[config.mk]
export PLATFORM = sky130hd
export DESIGN_NAME = regex_pc_scheduler_flat
export DESIGN_NICKNAME = d
export VERILOG_FILES = /design/src/rtl/regex_pc_scheduler_if.sv /design/src/rtl/regex_pc_scheduler.sv /design/src/flat_wrapper.sv
export SDC_FILE = /design/constraint.sdc
export NUM_CORES = 1
export LEC_CHECK = 0
export CAP_MARGIN = 20
export CORE_MARGIN = 2
export CORE_UTILIZATION = 40
export CTS_CLUSTER_SIZE = 28
export DETAILED_ROUTE_END_ITERATION = 16
export GPL_ROUTABILITY_DRIVEN = 0
export GPL_TIMING_DRIVEN = 0
export PLACE_DENSITY = 0.72
export SYNTH_ARGS = -nofsm -noshare
export SYNTH_HDL_FRONTEND = slang
export SYNTH_SLANG_ARGS = --single-unit
[constraint.sdc]
create_clock -name clk -period 2.45 [get_ports clk]
set_input_delay 0.245 -clock clk [delete_from_list [all_inputs] [get_ports clk]]
set_output_delay 0.245 -clock clk [all_outputs]
set_load 0.02 [all_outputs]
[src/rtl/regex_pc_scheduler_if.sv]
// Handshake bundle between the regex thread scheduler, the string source and the CPU.
interface regex_pc_scheduler_if #(
  parameter int unsigned PC_WIDTH        = 8,
  parameter int unsigned CHARACTER_WIDTH = 8
);
  logic                       start;
  logic [PC_WIDTH-1:0]        start_pc;
  logic                       char_in_valid;
  logic [CHARACTER_WIDTH-1:0] char_in;
  logic                       char_in_last;
  logic                       char_in_ready;
  logic [CHARACTER_WIDTH-1:0] current_character;
  logic                       cpu_input_pc_valid;
  logic [PC_WIDTH-1:0]        cpu_input_pc;
  logic                       cpu_input_pc_ready;
  logic                       cpu_output_pc_valid;
  logic [PC_WIDTH-1:0]        cpu_output_pc;
  logic                       cpu_output_pc_is_directed_to_current;
  logic                       cpu_output_pc_ready;
  logic                       cpu_accepts;
  logic                       cpu_running;
  logic                       busy;
  logic                       done;
  logic                       accepted;
  logic                       overflow;

  modport master (
    output start, start_pc, char_in_valid, char_in, char_in_last,
           cpu_input_pc_ready, cpu_output_pc_valid, cpu_output_pc,
           cpu_output_pc_is_directed_to_current, cpu_accepts, cpu_running,
    input  char_in_ready, current_character, cpu_input_pc_valid, cpu_input_pc,
           cpu_output_pc_ready, busy, done, accepted, overflow
  );

  modport slave (
    input  start, start_pc, char_in_valid, char_in, char_in_last,
           cpu_input_pc_ready, cpu_output_pc_valid, cpu_output_pc,
           cpu_output_pc_is_directed_to_current, cpu_accepts, cpu_running,
    output char_in_ready, current_character, cpu_input_pc_valid, cpu_input_pc,
           cpu_output_pc_ready, busy, done, accepted, overflow
  );
endinterface

[src/rtl/regex_pc_scheduler.sv]
// Thread scheduler for regex_cpu_pipelined: two ping-pong PC FIFOs (current / next character),
// character fetch, FIFO swap on drain and match / no-match reporting.
module regex_pc_scheduler #(
  parameter int unsigned PC_WIDTH              = 8,
  parameter int unsigned CHARACTER_WIDTH       = 8,
  parameter int unsigned FIFO_WIDTH_POWER_OF_2 = 2
) (
  input logic                 clk,
  input logic                 reset,
  regex_pc_scheduler_if.slave bus
);
  localparam int unsigned PW    = FIFO_WIDTH_POWER_OF_2;
  localparam int unsigned CW    = FIFO_WIDTH_POWER_OF_2 + 1;
  localparam int unsigned DEPTH = 1 << FIFO_WIDTH_POWER_OF_2;

  typedef enum logic [2:0] {S_IDLE, S_FETCH, S_RUN, S_ADVANCE, S_DONE} state_e;

  state_e                     state_q, state_d;
  logic                       cur_sel_q, cur_sel_d;
  logic [CHARACTER_WIDTH-1:0] char_q, char_d;
  logic                       last_q, last_d;
  logic                       accepted_q, accepted_d;
  logic                       overflow_q, overflow_d;
  logic [PW-1:0]              rd_ptr_q [2];
  logic [PW-1:0]              rd_ptr_d [2];
  logic [PW-1:0]              wr_ptr_q [2];
  logic [PW-1:0]              wr_ptr_d [2];
  logic [CW-1:0]              cnt_q    [2];
  logic [CW-1:0]              cnt_d    [2];
  logic [PC_WIDTH-1:0]        mem_q    [2][DEPTH];

  logic [1:0]                 wr_en, pop_en;
  logic [PW-1:0]              wr_addr [2];
  logic [PC_WIDTH-1:0]        wr_data;
  logic                       flush, pop, tgt, cur, nxt;

  // Next-state, FIFO control and status updates.
  always_comb begin
    state_d    = state_q;
    cur_sel_d  = cur_sel_q;
    char_d     = char_q;
    last_d     = last_q;
    accepted_d = accepted_q;
    overflow_d = overflow_q;
    rd_ptr_d   = rd_ptr_q;
    wr_ptr_d   = wr_ptr_q;
    cnt_d      = cnt_q;
    wr_addr    = wr_ptr_q;
    wr_en      = 2'b00;
    pop_en     = 2'b00;
    wr_data    = bus.cpu_output_pc;
    flush      = 1'b0;
    pop        = 1'b0;
    cur        = cur_sel_q;
    nxt        = ~cur_sel_q;
    tgt        = bus.cpu_output_pc_is_directed_to_current ? cur : nxt;

    case (state_q)
      S_IDLE: begin
        if (bus.start) begin
          flush      = 1'b1;
          wr_en[0]   = 1'b1;
          wr_data    = bus.start_pc;
          cur_sel_d  = 1'b0;
          accepted_d = 1'b0;
          overflow_d = 1'b0;
          state_d    = S_FETCH;
        end
      end
      S_FETCH: begin
        if (bus.char_in_valid) begin
          char_d  = bus.char_in;
          last_d  = bus.char_in_last;
          state_d = S_RUN;
        end
      end
      S_RUN: begin
        pop         = (cnt_q[cur] != '0) && bus.cpu_input_pc_ready;
        pop_en[cur] = pop;
        // A push into a full FIFO is dropped rather than stalling the CPU loop.
        if (bus.cpu_output_pc_valid) begin
          if (cnt_q[tgt] == CW'(DEPTH)) overflow_d = 1'b1;
          else                          wr_en[tgt] = 1'b1;
        end
        if (bus.cpu_accepts) begin
          accepted_d = 1'b1;
          state_d    = S_DONE;
        end else if ((cnt_q[cur] == '0) && !bus.cpu_running &&
                     !bus.cpu_output_pc_valid && !pop) begin
          if ((cnt_q[nxt] == '0) || last_q) begin
            accepted_d = 1'b0;
            state_d    = S_DONE;
          end else begin
            state_d    = S_ADVANCE;
          end
        end
      end
      S_ADVANCE: begin
        cur_sel_d = ~cur_sel_q;
        state_d   = S_FETCH;
      end
      S_DONE: begin
        flush   = 1'b1;
        state_d = S_IDLE;
      end
      default: state_d = S_IDLE;
    endcase

    for (int f = 0; f < 2; f++) begin
      if (flush) begin
        rd_ptr_d[f] = '0;
        wr_addr[f]  = '0;
        cnt_d[f]    = '0;
      end
      rd_ptr_d[f] = rd_ptr_d[f] + PW'(pop_en[f]);
      wr_ptr_d[f] = wr_addr[f] + PW'(wr_en[f]);
      cnt_d[f]    = cnt_d[f] + CW'(wr_en[f]) - CW'(pop_en[f]);
    end
  end

  always_ff @(posedge clk or negedge reset) begin
    if (!reset) begin
      state_q    <= S_IDLE;
      cur_sel_q  <= 1'b0;
      char_q     <= '0;
      last_q     <= 1'b0;
      accepted_q <= 1'b0;
      overflow_q <= 1'b0;
      rd_ptr_q   <= '{default: '0};
      wr_ptr_q   <= '{default: '0};
      cnt_q      <= '{default: '0};
    end else begin
      state_q    <= state_d;
      cur_sel_q  <= cur_sel_d;
      char_q     <= char_d;
      last_q     <= last_d;
      accepted_q <= accepted_d;
      overflow_q <= overflow_d;
      rd_ptr_q   <= rd_ptr_d;
      wr_ptr_q   <= wr_ptr_d;
      cnt_q      <= cnt_d;
    end
  end

  // PC storage needs no reset: occupancy is tracked by cnt_q.
  always_ff @(posedge clk) begin
    for (int f = 0; f < 2; f++) begin
      if (wr_en[f]) mem_q[f][wr_addr[f]] <= wr_data;
    end
  end

  assign bus.char_in_ready       = (state_q == S_FETCH);
  assign bus.current_character   = char_q;
  assign bus.cpu_input_pc_valid  = (state_q == S_RUN) && (cnt_q[cur_sel_q] != '0);
  assign bus.cpu_input_pc        = bus.cpu_input_pc_valid ?
                                   mem_q[cur_sel_q][rd_ptr_q[cur_sel_q]] : '0;
  assign bus.cpu_output_pc_ready = (state_q == S_RUN);
  assign bus.busy                = (state_q != S_IDLE);
  assign bus.done                = (state_q == S_DONE);
  assign bus.accepted            = accepted_q;
  assign bus.overflow            = overflow_q;
endmodule

[src/flat_wrapper.sv]
// flat-port wrapper written by rule: the top's interface ports become plain ports
module regex_pc_scheduler_flat 
#(
  parameter int unsigned PC_WIDTH              = 8,
  parameter int unsigned CHARACTER_WIDTH       = 8,
  parameter int unsigned FIFO_WIDTH_POWER_OF_2 = 2
)
  (clk, reset, bus_start, bus_start_pc, bus_char_in_valid, bus_char_in, bus_char_in_last, bus_cpu_input_pc_ready, bus_cpu_output_pc_valid, bus_cpu_output_pc, bus_cpu_output_pc_is_directed_to_current, bus_cpu_accepts, bus_cpu_running, bus_char_in_ready, bus_current_character, bus_cpu_input_pc_valid, bus_cpu_input_pc, bus_cpu_output_pc_ready, bus_busy, bus_done, bus_accepted, bus_overflow);
  regex_pc_scheduler_if #(.PC_WIDTH(PC_WIDTH), .CHARACTER_WIDTH(CHARACTER_WIDTH)) bus_i ();
  input logic clk;
  input logic reset;
  input wire logic [$bits(bus_i.start)-1:0] bus_start;
  input wire logic [$bits(bus_i.start_pc)-1:0] bus_start_pc;
  input wire logic [$bits(bus_i.char_in_valid)-1:0] bus_char_in_valid;
  input wire logic [$bits(bus_i.char_in)-1:0] bus_char_in;
  input wire logic [$bits(bus_i.char_in_last)-1:0] bus_char_in_last;
  input wire logic [$bits(bus_i.cpu_input_pc_ready)-1:0] bus_cpu_input_pc_ready;
  input wire logic [$bits(bus_i.cpu_output_pc_valid)-1:0] bus_cpu_output_pc_valid;
  input wire logic [$bits(bus_i.cpu_output_pc)-1:0] bus_cpu_output_pc;
  input wire logic [$bits(bus_i.cpu_output_pc_is_directed_to_current)-1:0] bus_cpu_output_pc_is_directed_to_current;
  input wire logic [$bits(bus_i.cpu_accepts)-1:0] bus_cpu_accepts;
  input wire logic [$bits(bus_i.cpu_running)-1:0] bus_cpu_running;
  output wire logic [$bits(bus_i.char_in_ready)-1:0] bus_char_in_ready;
  output wire logic [$bits(bus_i.current_character)-1:0] bus_current_character;
  output wire logic [$bits(bus_i.cpu_input_pc_valid)-1:0] bus_cpu_input_pc_valid;
  output wire logic [$bits(bus_i.cpu_input_pc)-1:0] bus_cpu_input_pc;
  output wire logic [$bits(bus_i.cpu_output_pc_ready)-1:0] bus_cpu_output_pc_ready;
  output wire logic [$bits(bus_i.busy)-1:0] bus_busy;
  output wire logic [$bits(bus_i.done)-1:0] bus_done;
  output wire logic [$bits(bus_i.accepted)-1:0] bus_accepted;
  output wire logic [$bits(bus_i.overflow)-1:0] bus_overflow;
  assign bus_i.start = bus_start;
  assign bus_i.start_pc = bus_start_pc;
  assign bus_i.char_in_valid = bus_char_in_valid;
  assign bus_i.char_in = bus_char_in;
  assign bus_i.char_in_last = bus_char_in_last;
  assign bus_i.cpu_input_pc_ready = bus_cpu_input_pc_ready;
  assign bus_i.cpu_output_pc_valid = bus_cpu_output_pc_valid;
  assign bus_i.cpu_output_pc = bus_cpu_output_pc;
  assign bus_i.cpu_output_pc_is_directed_to_current = bus_cpu_output_pc_is_directed_to_current;
  assign bus_i.cpu_accepts = bus_cpu_accepts;
  assign bus_i.cpu_running = bus_cpu_running;
  assign bus_char_in_ready = bus_i.char_in_ready;
  assign bus_current_character = bus_i.current_character;
  assign bus_cpu_input_pc_valid = bus_i.cpu_input_pc_valid;
  assign bus_cpu_input_pc = bus_i.cpu_input_pc;
  assign bus_cpu_output_pc_ready = bus_i.cpu_output_pc_ready;
  assign bus_busy = bus_i.busy;
  assign bus_done = bus_i.done;
  assign bus_accepted = bus_i.accepted;
  assign bus_overflow = bus_i.overflow;
  regex_pc_scheduler #(.PC_WIDTH(PC_WIDTH), .CHARACTER_WIDTH(CHARACTER_WIDTH), .FIFO_WIDTH_POWER_OF_2(FIFO_WIDTH_POWER_OF_2)) u_core (.clk(clk), .reset(reset), .bus(bus_i));
endmodule
* Word level (Yosys, flattened, before mapping) *
Memories as Yosys holds them, arrays and structs flattened.
Index checks and enable logic that the tools add are counted.

operators by class
  add/sub/neg operators = 8
  order comparisons = 12
  equal/unequal tests = 11
  mux-type cells = 62
  bitwise logic cells = 8
  reductions and logical operators = 26

operator list
  operator                                                                      count
  32-bit 2-to-1 mux                                                             4
  8-bit 2-to-1 mux                                                              7
  3-bit 2-to-1 mux                                                              16
  8-bit demux with 2-bit select                                                 2
  32-bit OR reduction                                                           1
  2-bit 2-to-1 mux                                                              10
  8-bit binary-select mux with 2-bit select                                     1
  1-bit 2-to-1 mux                                                              14
  3-bit case mux with 4 select lines                                            1
  1-bit case mux with 2 select lines                                            5
  3-bit greater-or-equal comparator, second input constant                      3
  1-bit logical AND                                                             9
  3-bit logical NOT                                                             3
  2-bit NOT with 3-bit output                                                   3
  2-bit by 1-bit adder with 2-bit output                                        4
  4-bit AND reduction                                                           2
  3-bit by 1-bit adder with 3-bit output                                        2
  3-bit by 2-bit == test with 1-bit output, second input constant               2
  3-bit == test, second input constant                                          2
  2-bit greater-or-equal comparator, second input constant                      3
  3-bit by 1-bit less-than comparator with 1-bit output, second input constant  2
  2-bit inequality test, second input constant                                  3
  3-bit by 2-bit inequality test with 1-bit output, second input constant       2
  1-bit NOT with 2-bit output                                                   3
  other kinds (14)                                                              23

word-level totals
  register bits = 29
  bits in writable memories = 64
  input port bits = 34
  output and inout port bits = 23
  word-level logic and storage cells = 140
  memories kept = 1

memories
  memory        words  bits a word  rd ports  clocked after Yosys merged registers in  wr ports  line                      RTL
  u_core.mem_q  2      32           1         0                                        1         regex_pc_scheduler.sv:30  logic [PC_WIDTH-1:0] mem_q [2][DEPTH];

* Longest topological paths before layout *
  depth after elaboration = 14
  depth in mapped cells = 11

* Worst setup path after synthesis *
OpenSTA, ideal clock, no wires.

  path kind = register -> register
  start = reg u_core.state_q[0]
  end = reg u_core.cnt_q[5] (netlist bit)
  arrival = 2483 ps
  data required time = 2327 ps
  setup slack = -156 ps
  stages on the path, launching flop included = 12
  path buffers = 1
  clock period less this slack = 2606 ps
  cells stage by stage = dfrtp_1 -> buf_6 -> or3b_4 -> nor3_2 -> nand2_1 -> nor2_1 -> ha_1 -> inv_1 -> ha_1 -> inv_1 -> fa_1 -> xnor2_1

RTL lines
  what                    line                       RTL
  start, declared         regex_pc_scheduler.sv:18   state_e state_q, state_d;
  start signal, assigned  regex_pc_scheduler.sv:133  state_q <= state_d;
  end signal, assigned    regex_pc_scheduler.sv:141  cnt_q <= cnt_d;
  end, declared           regex_pc_scheduler.sv:28   logic [CW-1:0] cnt_q [2];

==> run_results.csv <==
group,metric,value,unit
synth,synthDistinctLibCells,44,
synth,ys_ff_latch,93,
synth,async_flop_share,31.2,%
timing,worst_pin_slew,0.710,ns
synth,synth_top_family_by_area,"multiplexers",
clock_tree,clk_latency,0.36,ns
timing,clock_skew,0.00717,ns
route,ant_nets,0,
synth,yosys_warnings,0,
synth,synth_edf_count,64,
timing,fmax,0.406,GHz
worst_hold_path,hold_class,"in -> async",
final_layout,final_cell_mix,"edfxtp_1 (64), clkdlybuf4s50_1 (46), mux2i_1 (34)",
pwr,vdd_ir_drop_max,0.000290,V
final_layout,drive_gt1_share,20.9,%
timing,setup_viol,3,
global_routing,met3_usage,3.80,%
timing,fin_crit,2.47,ns
pwr,powerDensity,991,mW/mm2
placed_design,io_buffers,56,
global_routing,grt_usage,15.5,%
setup_path,end_kind,"register",
global_routing,grt.overflow.total,0,
final_layout,final_cells,505,
global_routing,met2_usage,26.7,%
final_layout,fin_nets,408,
synth,post-synth-top-area-fraction,46.3,%
clock_tree,htree_num_levels,3,
pwr,p_leak,1.97,nW
clock_tree,clk_pin_slew,0.09,ns
final_layout,regArea,0.00265,mm2
setup_path,path_max_fanout,7,
final_layout,final_common_cell,"edfxtp_1",
clock_tree,cts_tree,"done",
synth,synthXorXnorAreaFrac,1.90,%
setup_path,cp_data_arrival_time,2.72,ns
global_routing,grt_pass1_vias,2626,
route,vias_per_cell,5.08,
synth,yosysSeqAreaShare,63.7,%
setup_path,cp.required,2.71,ns
setup_path,path_class,"reg -> reg",
floorplanning,die_w,106,um
clock_tree,cts_inserted_buffers,9,
final_layout,multi_input_area,0.00150,mm2
route,routed_wl,8.19,mm
job,drv_cap,0,
timing,drv_slew,0,
status,violations,"setup timing",
route,num_vias,2564,
timing,rsz0062_at_grt,"yes",
placed_design,dp_slack,-0.476,ns
clock_tree,root_buffer,"clkbuf_8",
global_routing,use_met1,18.5,%
synth,muxShareOfSynthArea,12.8,%
synth,synth_nets,327,
synth,synthAdderAreaFrac,3.37,%
placed_design,dp_hpwl,5.89,mm
timing,fin_crit_sh,101,%
synth,synth_area_leaders,"edfxtp_1 (46%), dfrtp_1 (17%), mux2i_1 (8.2%)",
synth,synth-simple-area-share,9.67,%
clock_tree,numClockSinks,93,
timing,hold_ws,0.303,ns
synth,synth_cells,283,
route,first_pass_iters,4,
floorplanning,start_util,40.8,%
floorplanning,fp.dieH,106,um
synth,netlist_area,0.00415,mm2
route,wl_per_cell,16.2,um
timing,setup_slack,-0.0159,ns
status,outcome,"finished, violations left",
floorplanning,core,0.0102,mm2
floorplanning,fp.dieArea,0.0112,mm2
floorplanning,ios,57,
global_routing,antenna_found_initial,0,
timing,slew_headroom,52.5,%
route,drc,0,
synth,yosys.area.top_type,"edfxtp_1",
timing,hold_viol,0,
final_layout,diodes,0,
global_routing,grt_pass1_wl,13.1,mm
timing,setup_tns,-0.0262,ns
synth,syn_area_per_cell,14.7,um2
placed_design,dp.cells,480,
pwr,power,5.23,mW
final_layout,area_growth,27.0,%
synth,ys.flop_type,"edfxtp_1",
setup_path,worst_setup_path_start_kind,"register",
global_routing,grt_max_degree,17,
final_layout,fillCellCount,874,
route,drt_iter0_drc,96,
floorplanning,placementRows,37,
synth,synth-compound-area-share,6.11,%
global_routing,grt.busiest_layer,"met2",
clock_tree,cts_max_path_buffers,2,
## worst max-delay path: stages (launching register included)
cell,delay [ns]
dfrtp_1,0.38
buf_6,0.13
or3b_4,0.41
nor3_4,0.24
nand2_1,0.10
nor2_2,0.11
ha_1,0.24
inv_1,0.06
ha_1,0.13
inv_1,0.05
fa_1,0.37
xnor2_1,0.13
## flip-flops by register name, indices dropped and copies added, names as in the netlist
signal	count
u_core.wr_ptr_q	4
u_core.state_q	3
u_core.bus.overflow	1
u_core.rd_ptr_q	4
u_core.cnt_q	6
u_core.last_q	1
u_core.cur	1
u_core.bus.current_character	8
u_core.mem_q	64
u_core.bus.accepted	1
## cells in the mapped netlist, types with 2 or more instances
library cell,n
and2_1,8
and3_1,4
buf_2,7
buf_6,2
dfrtp_1,29
edfxtp_1,64
fa_1,2
ha_1,8
inv_1,7
inv_2,2
mux2_1,2
mux2_2,15
mux2i_1,34
nand2_1,13
nand2b_1,3
nand3_1,3
nand3b_1,2
nor2_1,11
nor2b_1,2
nor3_1,4
nor4_1,2
nor4b_1,2
o21a_1,10
o21ai_0,3
o22ai_1,16
or3_1,2
or3b_1,2
xnor2_1,5
xor2_1,4
## power breakdown
| part | total [mW] | internal (mW) | switching, mW | leakage [nW] |
|---|---|---|---|---|
| combinational | 2.10 | 0.956 | 1.14 | 0.942 |
| clock | 0.880 | 0.367 | 0.513 | 0.0821 |
| sequential | 2.25 | 2.05 | 0.195 | 0.948 |
## cell type report
cell class,count,area share [%]
sequential,93,50.2
multi-input combinational,171,28.4
timing repair buffer,70,13.0
tap,136,3.23
clock buffer,10,2.42
buffer,9,1.19
inverter,10,0.807
clock inverter,6,0.712
## path summary, 6_finish.rpt
kind / slack, ns / cells after the start / end / startpoint
setup / recovery: -0.02 / 11 / u_core.cnt_q[5] / u_core.state_q[0]
hold / removal: 0.30 / 1 / u_core.wr_ptr_q[3] / reset
setup reg to reg: -0.02 / 11 / u_core.cnt_q[5] / u_core.state_q[0]
hold reg to reg: 0.51 / 1 / u_core.bus.current_character[1] / u_core.bus.current_character[1]
max in group asynchronous: 1.61 / 2 / u_core.state_q[2] / reset
min in group clk: 0.49 / 2 / u_core.bus.current_character[1] / bus_char_in[1]
## repair_timing
action,in CTS,in global routing
buffers inserted,5,4
gates resized for setup,18,13
pin swaps,4,8
hold buffers,0,0
setup endpoints to repair,35,18
## kinds of logic after synthesis
| family | after synthesis |
|---|---|
| AO/OA/AOI/OAI | 35 |
| XOR/XNOR | 9 |
| adder cells (fa/ha/maj) | 10 |
| buffers and inverters | 19 |
| flip-flops | 93 |
| multiplexers | 51 |
| AND/OR/NAND/NOR | 66 |
## metal layers
| metal | up-vias | share of wire [%] |
|---|---|---|
| met5 | - | 0 |
| met4 | 0 | 2.5 |
| met3 | 14 | 3.6 |
| met2 | 45 | 52 |
| met1 | 1278 | 42 |
| li1 | 1227 | - |
## stage by stage
stage | utilization [%] | cell area, um2
finish | 51.8 | 5270
global route | 51.8 | 5270
CTS | 50.9 | 5190
detailed placement | 48.6 | 4950
global placement | 48.0 | 4890
floorplan | - | 4160
Note: power is estimated with default switching activity, not from simulation.
